===== src/rtl/rf_pkg.sv =====
// Shared definitions for the parametrised register file: state encoding,
// default sizing constants and the hardwired-zero register address.
package rf_pkg;

    typedef enum logic {
        RF_INIT = 1'b0,
        RF_RUN  = 1'b1
    } rf_state_e;

    localparam int RF_XLEN_DEF  = 32;
    localparam int RF_NREGS_DEF = 32;
    localparam int ADDR_ZERO    = 0;

endpackage


===== src/rtl/rf_scoreboard.sv =====
// Pending-writeback scoreboard: one bit per register, a new load's set
// beats a same-cycle completing write's clear, and x0 is never pending.
module rf_scoreboard
    import rf_pkg::*;
#(
    parameter int NREGS = RF_NREGS_DEF,
    localparam int AW   = $clog2(NREGS)
) (
    input  logic          clock,
    input  logic          reset,
    input  logic          pend_set,
    input  logic [AW-1:0] pend_addr,
    input  logic          we,
    input  logic [AW-1:0] wr_addr,
    input  logic [AW-1:0] rs1_addr,
    input  logic [AW-1:0] rs2_addr,
    output logic          pend_hit1,
    output logic          pend_hit2
);

    logic [NREGS-1:0] pend_q;
    logic [NREGS-1:0] pend_d;

    // Clear is applied first so that a set to the same address overrides it.
    always_comb begin
        pend_d = pend_q;
        if (we && (wr_addr != AW'(ADDR_ZERO))) begin
            pend_d[wr_addr] = 1'b0;
        end
        if (pend_set && (pend_addr != AW'(ADDR_ZERO))) begin
            pend_d[pend_addr] = 1'b1;
        end
    end

    always_ff @(posedge clock) begin
        if (reset) begin
            pend_q <= '0;
        end else begin
            pend_q <= pend_d;
        end
    end

    assign pend_hit1 = (rs1_addr != AW'(ADDR_ZERO)) && pend_q[rs1_addr];
    assign pend_hit2 = (rs2_addr != AW'(ADDR_ZERO)) && pend_q[rs2_addr];

endmodule


===== src/rtl/banco_registradores_param.sv =====
// Parametrised register file with post-reset init engine, hardwired x0 and a
// load-use scoreboard. Define RF_BYPASS_EN to enable write-through forwarding.
module banco_registradores_param
    import rf_pkg::*;
#(
    parameter int  XLEN       = RF_XLEN_DEF,
    parameter int  NREGS      = RF_NREGS_DEF,
    parameter bit  INIT_INDEX = 1'b1,
    localparam int AW         = $clog2(NREGS)
) (
    input  logic            clock,
    input  logic            reset,
    input  logic [AW-1:0]   rs1_addr,
    input  logic [AW-1:0]   rs2_addr,
    output logic [XLEN-1:0] rs1_data,
    output logic [XLEN-1:0] rs2_data,
    input  logic            we,
    input  logic [AW-1:0]   wr_addr,
    input  logic [XLEN-1:0] wr_data,
    input  logic            pend_set,
    input  logic [AW-1:0]   pend_addr,
    output logic            hazard,
    output logic            ready
);

    rf_state_e       state_q, state_d;
    logic [AW-1:0]   cnt_q, cnt_d;
    logic [XLEN-1:0] rf_q [NREGS];
    logic [XLEN-1:0] init_val;
    logic            run;
    logic            we_run;
    logic            pend_set_run;
    logic            wr_hit1, wr_hit2;
    logic            pend_hit1, pend_hit2;

    assign run          = (state_q == RF_RUN);
    assign we_run       = we && run;
    assign pend_set_run = pend_set && run;
    assign init_val     = INIT_INDEX ? XLEN'(cnt_q) : '0;

    always_ff @(posedge clock) begin
        if (reset) begin
            state_q <= RF_INIT;
            cnt_q   <= '0;
        end else begin
            state_q <= state_d;
            cnt_q   <= cnt_d;
        end
    end

    always_comb begin
        state_d = state_q;
        cnt_d   = cnt_q;
        if (state_q == RF_INIT) begin
            cnt_d = cnt_q + 1'b1;
            if (cnt_q == AW'(NREGS - 1)) begin
                state_d = RF_RUN;
            end
        end
    end

    // The array has no reset; the init engine owns it until RUN.
    always_ff @(posedge clock) begin
        if (!reset) begin
            if (state_q == RF_INIT) begin
                rf_q[cnt_q] <= init_val;
            end else if (we && (wr_addr != AW'(ADDR_ZERO))) begin
                rf_q[wr_addr] <= wr_data;
            end
        end
    end

    assign wr_hit1 = we_run && (wr_addr == rs1_addr) && (wr_addr != AW'(ADDR_ZERO));
    assign wr_hit2 = we_run && (wr_addr == rs2_addr) && (wr_addr != AW'(ADDR_ZERO));

    always_comb begin
        rs1_data = '0;
        rs2_data = '0;
        if (rs1_addr != AW'(ADDR_ZERO)) begin
            rs1_data = rf_q[rs1_addr];
        end
        if (rs2_addr != AW'(ADDR_ZERO)) begin
            rs2_data = rf_q[rs2_addr];
        end
`ifdef RF_BYPASS_EN
        if (wr_hit1) begin
            rs1_data = wr_data;
        end
        if (wr_hit2) begin
            rs2_data = wr_data;
        end
`endif
    end

    rf_scoreboard #(
        .NREGS (NREGS)
    ) u_scoreboard (
        .clock     (clock),
        .reset     (reset),
        .pend_set  (pend_set_run),
        .pend_addr (pend_addr),
        .we        (we_run),
        .wr_addr   (wr_addr),
        .rs1_addr  (rs1_addr),
        .rs2_addr  (rs2_addr),
        .pend_hit1 (pend_hit1),
        .pend_hit2 (pend_hit2)
    );

    // Without forwarding, a source being written this cycle must also stall.
    always_comb begin
        hazard = 1'b1;
        if (run) begin
`ifdef RF_BYPASS_EN
            hazard = (pend_hit1 && !wr_hit1) || (pend_hit2 && !wr_hit2);
`else
            hazard = (pend_hit1 && !wr_hit1) || (pend_hit2 && !wr_hit2) ||
                     wr_hit1 || wr_hit2;
`endif
        end
    end

    assign ready = run;

endmodule


===== config.mk =====
export PLATFORM = sky130hd
export DESIGN_NAME = banco_registradores_param
export DESIGN_NICKNAME = d
export VERILOG_FILES = /design/src/rtl/rf_pkg.sv /design/src/rtl/rf_scoreboard.sv /design/src/rtl/banco_registradores_param.sv
export SDC_FILE = /design/constraint.sdc
export NUM_CORES = 1
export LEC_CHECK = 0
export BUFFER_PORTS_ARGS = -buffer_cell sky130_fd_sc_hd__buf_2
export CAP_MARGIN = 5
export CORE_UTILIZATION = 57
export CTS_CLUSTER_SIZE = 8
export DETAILED_ROUTE_END_ITERATION = 6
export HOLD_SLACK_MARGIN = 0.03
export PLACE_DENSITY = 0.74
export RECOVER_POWER = 100
export REMOVE_ABC_BUFFERS = 1
export SLEW_MARGIN = 5
export SYNTH_ARGS = -nofsm -noshare
export SYNTH_HDL_FRONTEND = slang
export SYNTH_SLANG_ARGS = --single-unit

===== constraint.sdc =====
create_clock -name clock -period 4.5 [get_ports clock]
set_input_delay 0.225 -clock clock [delete_from_list [all_inputs] [get_ports clock]]
set_output_delay 0.225 -clock clock [all_outputs]
set_load 0.05 [all_outputs]

# [After elaboration in Yosys (flattened, before gate mapping)]
# Memory sizes are Yosys's and may differ from the RTL's.
# Index checks and enable logic that the tools add are counted.
# Widths: inputs -> output; s select.
[op_classes] add_sub_neg=1 magnitude_cmp=6 n_eq_ne=3 mux=25 n_bitwise=3 n_reduce_logical=25
[op_table] operator="$mux 32" n=5
[op_table] operator="$and 32x32->32" n=1
[op_table] operator="$not 32->32" n=1
[op_table] operator="$or 32x32->32" n=1
[op_table] operator="$reduce_or 32->1" n=1
[op_table] operator="$lt 5x6->1 const B" n=4
[op_table] operator="$reduce_bool 5->1" n=4
[op_table] operator="$logic_and 1x1->1" n=15
[op_table] operator="$mux 1" n=15
[op_table] operator="$bmux 1 s5" n=2
[op_table] operator="$demux 1 s5" n=2
[op_table] operator="$eq 5x5->1" n=2
[op_table] operator="$ge 5x1->1 const B" n=2
[op_table] operator="$add 5x1->5 const B" n=1
[op_table] operator="$eq 5x5->1 const B" n=1
[op_table] operator="$mux 5" n=1
[op_table] operator="$logic_or 1x1->1" n=3
[op_table] operator="$logic_not 1->1" n=2
[word_totals] ff_bits=38 mem_bits_rw=1024 input_bits=56 out_inout_bits=66 n_memories=1
[mem_list] name="rf_q" words=32 width=32 read_ports=2 rd_ports_with_merged_regs=0 write_ports=1 line_no="banco_registradores_param.sv:28" source="logic [XLEN-1:0] rf_q [NREGS];"

# [Depth between registers and ports, before layout]
[logic_depth] word_depth=9 depth_mapped=9

# [Modules after synthesis]
# Synthesis repeated with hierarchy kept, for this count alone.
[unflattened] cells_unflattened=2883 hier_area_um2=50024.2
[modules_own_cells] mod="banco_registradores_param" instances=1 cells_per_inst=2645 area_per_inst_um2=48109.9
[modules_own_cells] mod="rf_scoreboard" instances=1 cells_per_inst=238 area_per_inst_um2=1914.3

# [Worst setup path before layout]
# Ideal clock, no wire load.
[synth_path] path_kind="register -> register" start="register state_q (netlist: ready)" end="memory rf_q[0][0] (netlist bit), enable pin" setup_time_ps=421 arrival_ps=3061 path_slack_ps=1018 stages_incl_launch_ff=8 synth_period_minus_slack_ps=3482 path_cell_list="dfxtp_1 > clkbuf_1 > o2111a_1 > buf_2 > nand2_1 > o31ai_2 > nand2_1 > nor2_1"
[synth_via] elab_chain_cells=5 elab_cells_between_ends=9
[synth_rtl] item="from (decl)" line_no="banco_registradores_param.sv:26" source="rf_state_e state_q, state_d;"
[synth_rtl] item="from (signal assigned)" line_no="banco_registradores_param.sv:46" source="state_q <= state_d;"
[synth_rtl] item="$mux 1" line_no="banco_registradores_param.sv:65" source="if (state_q == RF_INIT) begin"
[synth_rtl] item="$mux 1" line_no="banco_registradores_param.sv:64" source="if (!reset) begin"
[synth_rtl] item="$mux 1 (implied by the code)" line_no="banco_registradores_param.sv:68" source="rf_q[wr_addr] <= wr_data;"
[synth_rtl] item="$reduce_or 32->1 (no line)"
[synth_rtl] item="$mux 5 (no line) / $mux 1 (equally long branches)"
[synth_rtl] item="to (decl)" line_no="banco_registradores_param.sv:28"
# Parallel ways exist; a longest one is shown, timed or not.

# [Worst setup path in the final report]
[layout_path] start="register state_q (netlist: ready)" end="memory rf_q[19][8] (netlist bit), enable pin"
# Same word-level chain as after synthesis.

==> flow_summary.ini <==
[detailed_routing]
vias_per_cell = 7.38
vias = 27800
drtIter0Drc = 3624
firstDrtPassIters = 7
routed_wirelength_mm = 137
wl_per_cell_microns = 36.4
ant_nets = 0
drc = 0

[layout]
fillCellCount = 5592
multi_input_area_sq_um = 17100
final_common_cell = edfxtp_1
mostFrequentLayoutCells = edfxtp_1, mux4_2, clkbuf_16
design_area_sq_um = 56000
num-nets-final = 2652
seqCellArea_sq_um = 31500
drive_gt1_share_pct = 37.8
diodes = 0
final_cells = 3770
syn_to_final_growth_pct = 12.8

[floorplan]
fp.dieH_microns = 297
core_sq_um = 85700
row_count = 107
initial_utilization_pct = 57.9
die_x_microns = 297
die-area_sq_um = 88200
io_pins = 122

[placement]
finalWeightedCongestion = 0.886
dpl-instance-area_sq_um = 52200
port_buffers = 121
hpwlAfterDp_mm = 78.5
dp.cells = 3574

[global_route]
overflow = 0
track_usage_pct = 32.0
grt.busiest_layer = met2
antenna_found_initial = 2
grt_pass1_vias = 29200
met2_usage_pct = 51.5
use_met3_pct = 6.57
grt_max_degree = 84
met1_usage_pct = 43.6
grt_pass1_wl_mm = 202

[timing]
worst_hold_slack_ns = 0.0941
tightest_slew_ns = 1.87
layout_worst_path_cycle_share_pct = 84.7
hold_viol_final = 0
period_minus_slack_ns = 3.81
drv_slew = 818
rsz0062_at_grt = false
finClkSkew_ns = 0.0365
setup_viol = 0
max_slew_margin_pct = -24.5
setup_tns_ns = 0
max_freq_mhz = 262

[critical_path]
slowest_delay_ns = 1.14
rr_endpoint = rf_q[19][8]$_DFFE_PP_
worstSetupPathType = register to register
crit_start = ready$_SDFF_PP0_
cp_slowest_cell = nor2_2
crit_path_end_kind = register
worstPathCellList = clkbuf_1 > nand3_1 > a21oi_1 > nand2_1 > nor2_2 > buf_12
r2r_slack_ns = 0.69
cp.arrival_ns = 4.21
r2r_start = ready$_SDFF_PP0_
crit_path_max_fanout = 20
reg2regPathDepth = 6
required_ns = 4.90
startpoint_type = register

[min_path]
hold_path_depth = 4
min_path_type = input pin to register
hp-start = wr_addr[3]
hold_end = u_scoreboard.pend_q[13]$_SDFF_PP0_

[cts]
numCtsBuffers = 150
cts_buffer_depth = 3
htree_levels = 4
cts_tree = done
hold_buffers = 12
cts_resized = 0
cts-root-buf = clkbuf_16
postCtsSetupBuffers = 0
cts_sinks = 1062
clock_latency_ns = 0.74
clk_pin_slew_ns = 0.06

[synthesis]
synth_edf_count = 1024
synthesis.area_sq_um = 49600
postSynthAreaPerCell_sq_um = 20.6
async_flop_share_pct = 0
synth_cells = 2410
synth_warnings = 0
yosysUniqueCellTypes = 46
yosys_register_bits = 1062
synth_ff_type = edfxtp_1
ys_seq_area_share_pct = 63.5

[job]
cap_viol_max_count = 25

[pwr]
peakVddDrop_v = 0.000379
p_leak_nw = 16.4
powerDensity_nw_per_um2 = 403

[outcome]
violations = max-capacitance violations, max-slew violations
status = finished, violations left
-- sequential cells by signal (all words and copies together) (netlist names) --
name                 count
rf_q                  1024
u_scoreboard.pend_q     32
cnt_q                    5
ready                    1
-- layout make-up --
type / count / area share [%]
clock buffer: 174 / 6.98
clock inverter: 10 / 0.203
inverter: 69 / 0.463
multi-input combinational: 1088 / 30.6
sequential: 1062 / 56.3
tap: 1144 / 2.56
timing repair buffer: 223 / 2.93
-- synthesized netlist by cell type, types with 2 or more instances --
master / count / area, sq um
dfxtp_1: 38 / 761
or3_1: 2 / 12.5
o21ai_1: 65 / 325
nor2b_1: 9 / 56.3
xnor2_1: 11 / 96.3
buf_4: 23 / 173
buf_6: 3 / 33.8
clkbuf_1: 79 / 297
mux4_2: 651 / 14700
edfxtp_1: 1024 / 30700
and3_1: 2 / 12.5
nor2_1: 54 / 203
inv_1: 69 / 259
nand4b_1: 4 / 35.0
nand4_1: 3 / 18.8
and2_1: 32 / 200
nand3_1: 18 / 90.1
o21ai_0: 34 / 170
a21oi_1: 33 / 165
nand2_1: 117 / 439
xor2_1: 2 / 17.5
a211oi_1: 4 / 30.0
nor3_1: 2 / 10.0
ha_1: 2 / 25.0
a31o_2: 2 / 17.5
mux2i_1: 11 / 110
nand2b_1: 7 / 43.8
buf_2: 52 / 260
buf_1: 34 / 128
nor3b_1: 2 / 15.0
mux2_2: 6 / 67.6
-- cells by family after synthesis --
group | after synthesis | share of synthesized area (%)
AO/OA/AOI/OAI | 150 | 1.63
XOR/XNOR | 13 | 0.230
adder cells (fa/ha/maj) | 2 | 0.0504
buffers and inverters | 260 | 2.32
flip-flops | 1062 | 63.5
multiplexers | 668 | 29.9
AND/OR/NAND/NOR | 255 | 2.34
-- critical path: cells and delay by family, from the launching register on --
family	cells	cell delay [ns]
AND/OR/NAND/NOR	3	1.82
buffers and inverters	2	0.97
flip-flops	1	0.34
AO/OA/AOI/OAI	1	0.29
-- routing by layer --
metal	up-vias	share of wire (%)
li1	10700	-
met1	14800	36
met2	1952	50
met3	343	10
met4	2	4.0
met5	-	0.0051
-- worst max path at each step --
| stage | endpoint | slack [ns] | depth (start not counted) |
|---|---|---|---|
| final | rf_q[19][8]$_DFFE_PP_ | 0.69 | 6 |
| after global routing | rf_q[24][11]$_DFFE_PP_ | 0.63 | 7 |
| after CTS | rs2_data[10] | 1.32 | 7 |
| after detailed placement | rf_q[19][8]$_DFFE_PP_ | 1.20 | 8 |
| after global placement | rf_q[13][28]$_DFFE_PP_ | 1.28 | 8 |
| after floorplan | rs2_data[0] | 0.41 | 2 |
-- power breakdown --
part | internal [W] | total [W] | switching (W)
combinational | 0.000664 | 0.00169 | 0.00102
sequential | 0.0108 | 0.0108 | 0.0000329
clock | 0.00603 | 0.0100 | 0.00400
-- through the flow --
| step | setup WS, ns | util (%) | total power, W |
|---|---|---|---|
| final | 0.688 | 65.3 | 0.0225 |
| after global routing | 0.626 | 65.3 | 0.0231 |
| after CTS | 1.32 | 65.7 | 0.0226 |
| after detailed placement | 1.20 | 60.9 | 0.0127 |
| after global placement | 1.28 | 60.9 | 0.0127 |
| after floorplan | 0.407 | - | 0.0119 |
Note: power is estimated with default switching activity, not from simulation.
